**config.mk**
```make
export PLATFORM = sky130hd
export DESIGN_NAME = uart_io_bridge
export DESIGN_NICKNAME = d
export VERILOG_FILES = /design/src/rtl/uart_io_bridge.sv
export SDC_FILE = /design/constraint.sdc
export NUM_CORES = 1
export LEC_CHECK = 0
export CAP_MARGIN = 20
export CORE_MARGIN = 2
export CORE_UTILIZATION = 45
export CTS_CLUSTER_SIZE = 40
export DETAILED_ROUTE_END_ITERATION = 10
export DONT_BUFFER_PORTS = 1
export HOLD_SLACK_MARGIN = 0.06
export PLACE_DENSITY = 0.63
export SLEW_MARGIN = 40
export SYNTH_ARGS = -nofsm -noshare
export SYNTH_HDL_FRONTEND = slang
export SYNTH_SLANG_ARGS = --single-unit
```
**constraint.sdc**
```tcl
create_clock -name CLK -period 2.78 [get_ports CLK]
set_input_delay 0.278 -clock CLK [delete_from_list [all_inputs] [get_ports CLK]]
set_output_delay 0.278 -clock CLK [all_outputs]
set_load 0.01 [all_outputs]
```
**src/rtl/uart_io_bridge.sv**
```systemverilog
// Bridges the core's in/out byte handshakes to an AXI4-Lite UART-Lite slave.
// TX/RX bytes are buffered in FIFOs while a polling FSM moves them over AXI with bounded retries.
module uart_io_bridge #(
  parameter int TX_DEPTH      = 16,
  parameter int RX_DEPTH      = 16,
  parameter int POLL_INTERVAL = 16,
  parameter int MAX_RETRY     = 3,
  localparam int TXLW = $clog2(TX_DEPTH + 1),
  localparam int RXLW = $clog2(RX_DEPTH + 1)
) (
  input  logic            CLK,
  input  logic            RST_N,
  input  logic [7:0]      tx_data,
  input  logic            tx_valid,
  output logic            tx_ready,
  output logic [7:0]      rx_data,
  output logic            rx_valid,
  input  logic            rx_ready,
  output logic [TXLW-1:0] tx_level,
  output logic [RXLW-1:0] rx_level,
  output logic            err,
  output logic [3:0]      m_axi_awaddr,
  output logic            m_axi_awvalid,
  input  logic            m_axi_awready,
  output logic [31:0]     m_axi_wdata,
  output logic [3:0]      m_axi_wstrb,
  output logic            m_axi_wvalid,
  input  logic            m_axi_wready,
  input  logic [1:0]      m_axi_bresp,
  input  logic            m_axi_bvalid,
  output logic            m_axi_bready,
  output logic [3:0]      m_axi_araddr,
  output logic            m_axi_arvalid,
  input  logic            m_axi_arready,
  input  logic [31:0]     m_axi_rdata,
  input  logic [1:0]      m_axi_rresp,
  input  logic            m_axi_rvalid,
  output logic            m_axi_rready
);

  localparam int TXAW = $clog2(TX_DEPTH);
  localparam int RXAW = $clog2(RX_DEPTH);
  localparam int TW   = (POLL_INTERVAL > 1) ? $clog2(POLL_INTERVAL) : 1;
  localparam int RW   = (MAX_RETRY > 0) ? $clog2(MAX_RETRY + 1) : 1;
  localparam logic [TW-1:0] TIMER_RELOAD = TW'(POLL_INTERVAL - 1);
  localparam logic [RW-1:0] RETRY_LIMIT  = RW'(MAX_RETRY);
  localparam logic [3:0] ADDR_RX   = 4'h0;
  localparam logic [3:0] ADDR_TX   = 4'h4;
  localparam logic [3:0] ADDR_STAT = 4'h8;

  typedef enum logic [2:0] {IDLE, STAT_AR, STAT_R, RX_AR, RX_R, TX_AWW, TX_B} state_t;

  state_t            state;
  logic [TW-1:0]     timer;
  logic [RW-1:0]     retry_cnt;
  logic              stat_tx_full;

  logic [7:0]        tx_mem [TX_DEPTH];
  logic [TXAW-1:0]   tx_wr_ptr, tx_rd_ptr;
  logic [TXLW-1:0]   tx_count;
  logic              tx_push, tx_pop, tx_empty;

  logic [7:0]        rx_mem [RX_DEPTH];
  logic [RXAW-1:0]   rx_wr_ptr, rx_rd_ptr;
  logic [RXLW-1:0]   rx_count;
  logic              rx_push, rx_pop, rx_full;

  logic              r_ok, b_ok, retry_exhausted;
  logic              unused_rdata;

  assign tx_ready = (tx_count != TXLW'(TX_DEPTH));
  assign tx_empty = (tx_count == '0);
  assign tx_push  = tx_valid & tx_ready;
  assign tx_level = tx_count;

  assign rx_valid = (rx_count != '0);
  assign rx_full  = (rx_count == RXLW'(RX_DEPTH));
  assign rx_pop   = rx_valid & rx_ready;
  assign rx_data  = rx_mem[rx_rd_ptr];
  assign rx_level = rx_count;

  assign r_ok            = (m_axi_rresp == 2'b00);
  assign b_ok            = (m_axi_bresp == 2'b00);
  assign retry_exhausted = (retry_cnt == RETRY_LIMIT);

  // A TX byte leaves on an OKAY write response or when it is dropped after the last retry.
  assign tx_pop  = (state == TX_B) & m_axi_bvalid & (b_ok | retry_exhausted);
  assign rx_push = (state == RX_R) & m_axi_rvalid & r_ok & ~rx_full;

  assign m_axi_awaddr = ADDR_TX;
  assign m_axi_wstrb  = 4'b0001;
  assign m_axi_wdata  = {24'h0, tx_mem[tx_rd_ptr]};
  assign unused_rdata = ^m_axi_rdata[31:8];

  always_ff @(posedge CLK) begin
    if (tx_push) tx_mem[tx_wr_ptr] <= tx_data;
    if (rx_push) rx_mem[rx_wr_ptr] <= m_axi_rdata[7:0];
  end

  always_ff @(posedge CLK or negedge RST_N) begin
    if (!RST_N) begin
      tx_wr_ptr <= '0;
      tx_rd_ptr <= '0;
      tx_count  <= '0;
      rx_wr_ptr <= '0;
      rx_rd_ptr <= '0;
      rx_count  <= '0;
    end else begin
      if (tx_push) tx_wr_ptr <= tx_wr_ptr + TXAW'(1);
      if (tx_pop)  tx_rd_ptr <= tx_rd_ptr + TXAW'(1);
      if (tx_push & ~tx_pop)      tx_count <= tx_count + TXLW'(1);
      else if (~tx_push & tx_pop) tx_count <= tx_count - TXLW'(1);
      if (rx_push) rx_wr_ptr <= rx_wr_ptr + RXAW'(1);
      if (rx_pop)  rx_rd_ptr <= rx_rd_ptr + RXAW'(1);
      if (rx_push & ~rx_pop)      rx_count <= rx_count + RXLW'(1);
      else if (~rx_push & rx_pop) rx_count <= rx_count - RXLW'(1);
    end
  end

  always_ff @(posedge CLK or negedge RST_N) begin
    if (!RST_N) begin
      state         <= IDLE;
      timer         <= TIMER_RELOAD;
      retry_cnt     <= '0;
      err           <= 1'b0;
      stat_tx_full  <= 1'b0;
      m_axi_arvalid <= 1'b0;
      m_axi_araddr  <= 4'h0;
      m_axi_rready  <= 1'b0;
      m_axi_awvalid <= 1'b0;
      m_axi_wvalid  <= 1'b0;
      m_axi_bready  <= 1'b0;
    end else begin
      case (state)
        IDLE: begin
          if (timer == '0) begin
            timer <= TIMER_RELOAD;
            if (!tx_empty || !rx_full) begin
              state         <= STAT_AR;
              m_axi_arvalid <= 1'b1;
              m_axi_araddr  <= ADDR_STAT;
            end
          end else begin
            timer <= timer - TW'(1);
          end
        end
        STAT_AR, RX_AR: begin
          if (m_axi_arready) begin
            m_axi_arvalid <= 1'b0;
            m_axi_rready  <= 1'b1;
            state         <= (state == STAT_AR) ? STAT_R : RX_R;
          end
        end
        STAT_R: begin
          if (m_axi_rvalid) begin
            m_axi_rready <= 1'b0;
            if (r_ok) begin
              retry_cnt    <= '0;
              stat_tx_full <= m_axi_rdata[3];
              // RX is served first so the UART's receive buffer cannot overrun.
              if (m_axi_rdata[0] && !rx_full) begin
                state         <= RX_AR;
                m_axi_arvalid <= 1'b1;
                m_axi_araddr  <= ADDR_RX;
              end else if (!m_axi_rdata[3] && !tx_empty) begin
                state         <= TX_AWW;
                m_axi_awvalid <= 1'b1;
                m_axi_wvalid  <= 1'b1;
              end else begin
                state <= IDLE;
              end
            end else if (retry_exhausted) begin
              retry_cnt <= '0;
              err       <= 1'b1;
              state     <= IDLE;
            end else begin
              retry_cnt     <= retry_cnt + RW'(1);
              state         <= STAT_AR;
              m_axi_arvalid <= 1'b1;
              m_axi_araddr  <= ADDR_STAT;
            end
          end
        end
        RX_R: begin
          if (m_axi_rvalid) begin
            m_axi_rready <= 1'b0;
            if (r_ok || retry_exhausted) begin
              retry_cnt <= '0;
              if (!r_ok) err <= 1'b1;
              if (r_ok && !stat_tx_full && !tx_empty) begin
                state         <= TX_AWW;
                m_axi_awvalid <= 1'b1;
                m_axi_wvalid  <= 1'b1;
              end else begin
                state <= IDLE;
              end
            end else begin
              retry_cnt     <= retry_cnt + RW'(1);
              state         <= RX_AR;
              m_axi_arvalid <= 1'b1;
              m_axi_araddr  <= ADDR_RX;
            end
          end
        end
        TX_AWW: begin
          if (m_axi_awvalid && m_axi_awready) m_axi_awvalid <= 1'b0;
          if (m_axi_wvalid && m_axi_wready)   m_axi_wvalid  <= 1'b0;
          if ((!m_axi_awvalid || m_axi_awready) && (!m_axi_wvalid || m_axi_wready)) begin
            state        <= TX_B;
            m_axi_bready <= 1'b1;
          end
        end
        TX_B: begin
          if (m_axi_bvalid) begin
            m_axi_bready <= 1'b0;
            if (b_ok || retry_exhausted) begin
              retry_cnt <= '0;
              if (!b_ok) err <= 1'b1;
              state <= IDLE;
            end else begin
              retry_cnt     <= retry_cnt + RW'(1);
              state         <= TX_AWW;
              m_axi_awvalid <= 1'b1;
              m_axi_wvalid  <= 1'b1;
            end
          end
        end
        default: state <= IDLE;
      endcase
    end
  end

endmodule

```
==> results.py <==
metrics = {
    "timing": {
        "fin_tns_setup_ns": 0,
        "setup_viol": 0,
        "max_freq_ghz": 0.371,
        "rsz0062_at_grt": "no",
        "slew_violations": 0,
        "skew_ns": 0.0209,
        "finalHoldViolations": 0,
        "maxSlewHeadroom_pct": 46.8,
        "setup_ws_ns": 0.0831,
        "finalCriticalPeriod_ns": 2.70,
        "worst_pin_slew_ns": 0.795,
        "period_share_pct": 97.0,
    },
    "critical_path": {
        "r2r-start": "rx_level[2]",
        "critPathSlowestCell": "mux4_1",
        "crit_arrival_ns": 2.42,
        "end_kind": "output pin",
        "crit_type": "register to output pin",
        "critPathMaxFanout": 16,
        "max_stage_delay_ns": 0.60,
        "cp_num_buf_inv": 1,
        "critPathTopFamily": "multiplexers",
        "path_depth": 3,
        "cp_cell_sequence": "buf_12, mux4_1, mux4_2",
        "start_kind": "register",
        "critPathRequiredTime_ns": 2.50,
        "reg2reg_setup_slack_ns": 0.15,
        "worstRegToRegCells": 12,
        "rr_endpoint": "rx_level[4]",
    },
    "power_and_ir_drop": {
        "power.switching_mw": 4.00,
        "pwr-share-comb_pct": 25.8,
        "vdd_drop_max_mv": 0.608,
        "clkPwrFrac_pct": 31.5,
        "power.density_nw_per_um2": 925,
        "p_int_mw": 9.83,
        "p_sw_share_pct": 28.9,
        "leakagePower_nw": 5.19,
        "power_frac_seq_pct": 42.7,
    },
    "place": {
        "gp_congestion": 0.881,
        "post-place-ws_ns": 0.0167,
        "io_buffer_count": 0,
        "dp_cells": 1105,
        "dp_hpwl_um": 15900,
    },
    "detailed_routing": {
        "vias": 6480,
        "drc_errors": 0,
        "wire_per_inst_um": 20.8,
        "vias_per_cell": 5.46,
        "drtPass1Iterations": 5,
        "drt_iter0_markers": 729,
        "finalWirelength_um": 24600,
        "ant_nets": 0,
    },
    "clock_tree": {
        "cts.path.max_buffers": 3,
        "cts_buffers": 30,
        "clock_latency_ns": 0.55,
        "clk_pin_slew_ns": 0.07,
        "htreeDepth": 1,
        "cts_sinks": 299,
        "cts_tree": "yes",
        "root_buffer": "clkbuf_16",
    },
    "floorplanning": {
        "rows": 62,
        "core-area_um2": 28600,
        "initial_core_util_pct": 45.6,
        "die-area_um2": 30400,
        "io_pins": 123,
        "dieWidth_um": 174,
        "die_h_um": 174,
    },
    "grt": {
        "grt_start_max_net_pins": 44,
        "first_global_vias": 6601,
        "antenna_found_initial": 1,
        "track_usage_pct": 16.1,
        "overflow": 0,
        "grt_pass1_wl_um": 37800,
    },
    "outcome": {
        "status": "finished clean",
    },
    "cells_and_area": {
        "nNetsFinal": 857,
        "instances_no_fill": 1187,
        "drive_above_1_share_pct": 17.7,
        "final_common_cell": "edfxtp_1",
        "area_delta_synth_final_pct": 14.6,
        "most-common-layout-cells": "edfxtp_1, mux4_1, buf_4, conb_1",
    },
    "flow_run": {
        "drv_cap": 0,
    },
    "synthesis": {
        "yosys_warnings": 0,
        "ys.flop_type": "edfxtp_1",
        "ys_seq_area_share_pct": 67.2,
        "async_reset_ff_share_pct": 14.4,
        "ys_ff_latch": 299,
        "syn_avg_cell_area_um2": 18.1,
        "synth_edf_count": 256,
        "postSynthCellCount": 719,
        "synth.distinct_cells": 66,
        "syn_area_um2": 13000,
    },
    "worst_hold_path": {
        "hold_class": "input port to register",
        "min_to": "tx_wr_ptr[0]",
        "hold_start": "tx_valid",
        "worst_hold_path.num_cells": 3,
    },
}
[tightest hold or removal path, stage by stage]
cell,delay [ns]
and2_1,0.12
buf_4,0.16
xnor2_1,0.07
[Yosys cell counts, drive strengths merged, types with 3 or more instances]
| master | instances | area [µm²] |
|---|---|---|
| a211oi | 3 | 40.0 |
| nor3 | 11 | 55.1 |
| buf | 53 | 405 |
| dfrtp | 39 | 976 |
| clkbuf | 16 | 60.1 |
| xor2 | 4 | 35.0 |
| o21a | 3 | 22.5 |
| mux2 | 6 | 71.3 |
| or3 | 3 | 18.8 |
| nand2 | 35 | 131 |
| xnor2 | 18 | 158 |
| nand3 | 6 | 30.0 |
| and2 | 12 | 75.1 |
| a21oi | 14 | 70.1 |
| a21o | 3 | 22.5 |
| nand4 | 5 | 31.3 |
| o21ai | 18 | 90.1 |
| ha | 21 | 263 |
| edfxtp | 256 | 7690 |
| dfstp | 4 | 105 |
| nor2 | 31 | 124 |
| nor4 | 5 | 58.8 |
| inv | 23 | 86.3 |
| or2 | 3 | 18.8 |
| nand2b | 7 | 43.8 |
| nor2b | 4 | 25.0 |
| mux4 | 80 | 2030 |
[sequential cells by signal, indices dropped and copies added, names as in the netlist]
| signal | count |
|---|---|
| m_axi_araddr | 1 |
| stat_tx_full | 1 |
| rx_rd_ptr | 4 |
| m_axi_wvalid | 1 |
| state | 3 |
| tx_level | 5 |
| rx_mem | 128 |
| m_axi_bready | 1 |
| timer | 4 |
| m_axi_arvalid | 1 |
| err | 1 |
| m_axi_rready | 1 |
| rx_wr_ptr | 4 |
| tx_mem | 128 |
| retry_cnt | 2 |
| tx_wr_ptr | 4 |
| rx_level | 5 |
| tx_rd_ptr | 4 |
| m_axi_awvalid | 1 |
[worst max path at each step]
stage | from | endpoint
after floorplan | rx_level[2] | rx_level[4]
after global placement | rx_level[2] | rx_level[4]
after detailed placement | rx_level[2] | rx_level[4]
after CTS | rx_level[0] | rx_level[4]
after global routing | rx_level[2] | rx_level[4]
final | rx_rd_ptr[0] | rx_data[3]
[per-stage QoR]
| stage | area [µm²] | power (mW) | hold slack [ns] | utilization [%] |
|---|---|---|---|---|
| 6_report | 14900 | 13.8 | 0.125 | 52.2 |
| 5_1_grt | 14900 | 14.5 | 0.132 | 52.2 |
| 4_1_cts | 14900 | 13.9 | 0.0985 | 52.0 |
| 3_5_place_dp | 13500 | 9.39 | -0.0158 | 47.2 |
| 3_3_place_gp | 13500 | 9.19 | -0.0163 | 47.2 |
| 2_1_floorplan | 13200 | 8.60 | -0.0176 | - |
[power groups by stage]
stage               combinational [mW]  sequential [mW]  clock (mW)
global placement                  3.27             5.93           0
finish                            3.56             5.91        4.35
CTS                               3.53             5.89        4.45
global route                      3.87             5.97        4.64
floorplan                         2.84             5.76           0
detailed placement                3.42             5.98           0
[kinds of logic after synthesis]
family | Yosys count | share of synthesized area [%]
AOI/OAI and AO/OA | 66 | 3.49
adders and majority gates | 23 | 2.32
xor gates and xnor gates | 22 | 1.48
and+or+nand+nor | 128 | 5.03
muxes | 87 | 16.2
buffers and inverters | 92 | 4.23
DFF | 299 | 67.2
other | 2 | 0.0576
[metal layers]
| metal | routed length [µm] | vias up | global-route usage [%] |
|---|---|---|---|
| met2 | 12800 | 201 | 27.7 |
| met1 | 9920 | 3306 | 20.8 |
| met4 | 535 | 0 | 4.34 |
| met3 | 1440 | 33 | 3.37 |
| met5 | 0 | - | 0 |
| li1 | - | 2940 | - |
[cell type report]
| cell class | count | area, µm² |
|---|---|---|
| Antenna cell | 1 | 2.50 |
| Clock buffer | 32 | 758 |
| Clock inverter | 21 | 338 |
| Fill cell | 2213 | 13700 |
| Inverter | 23 | 88.8 |
| Multi-Input combinational cell | 361 | 3880 |
| Sequential cell | 299 | 8770 |
| Tap cell | 384 | 480 |
| Timing Repair Buffer | 66 | 621 |
[timing repair]
| action | in CTS | in global routing |
|---|---|---|
| endpoints found under the hold margin | 312 | 0 |
| cloned | 0 | 1 |
| setup buffers | 0 | 1 |
| hold buffers | 26 | 0 |
| pin swaps | 1 | 5 |
| gates resized for setup | 1 | 10 |
| endpoints found under the setup margin | 1 | 7 |
(Power assumes the default switching activity.)
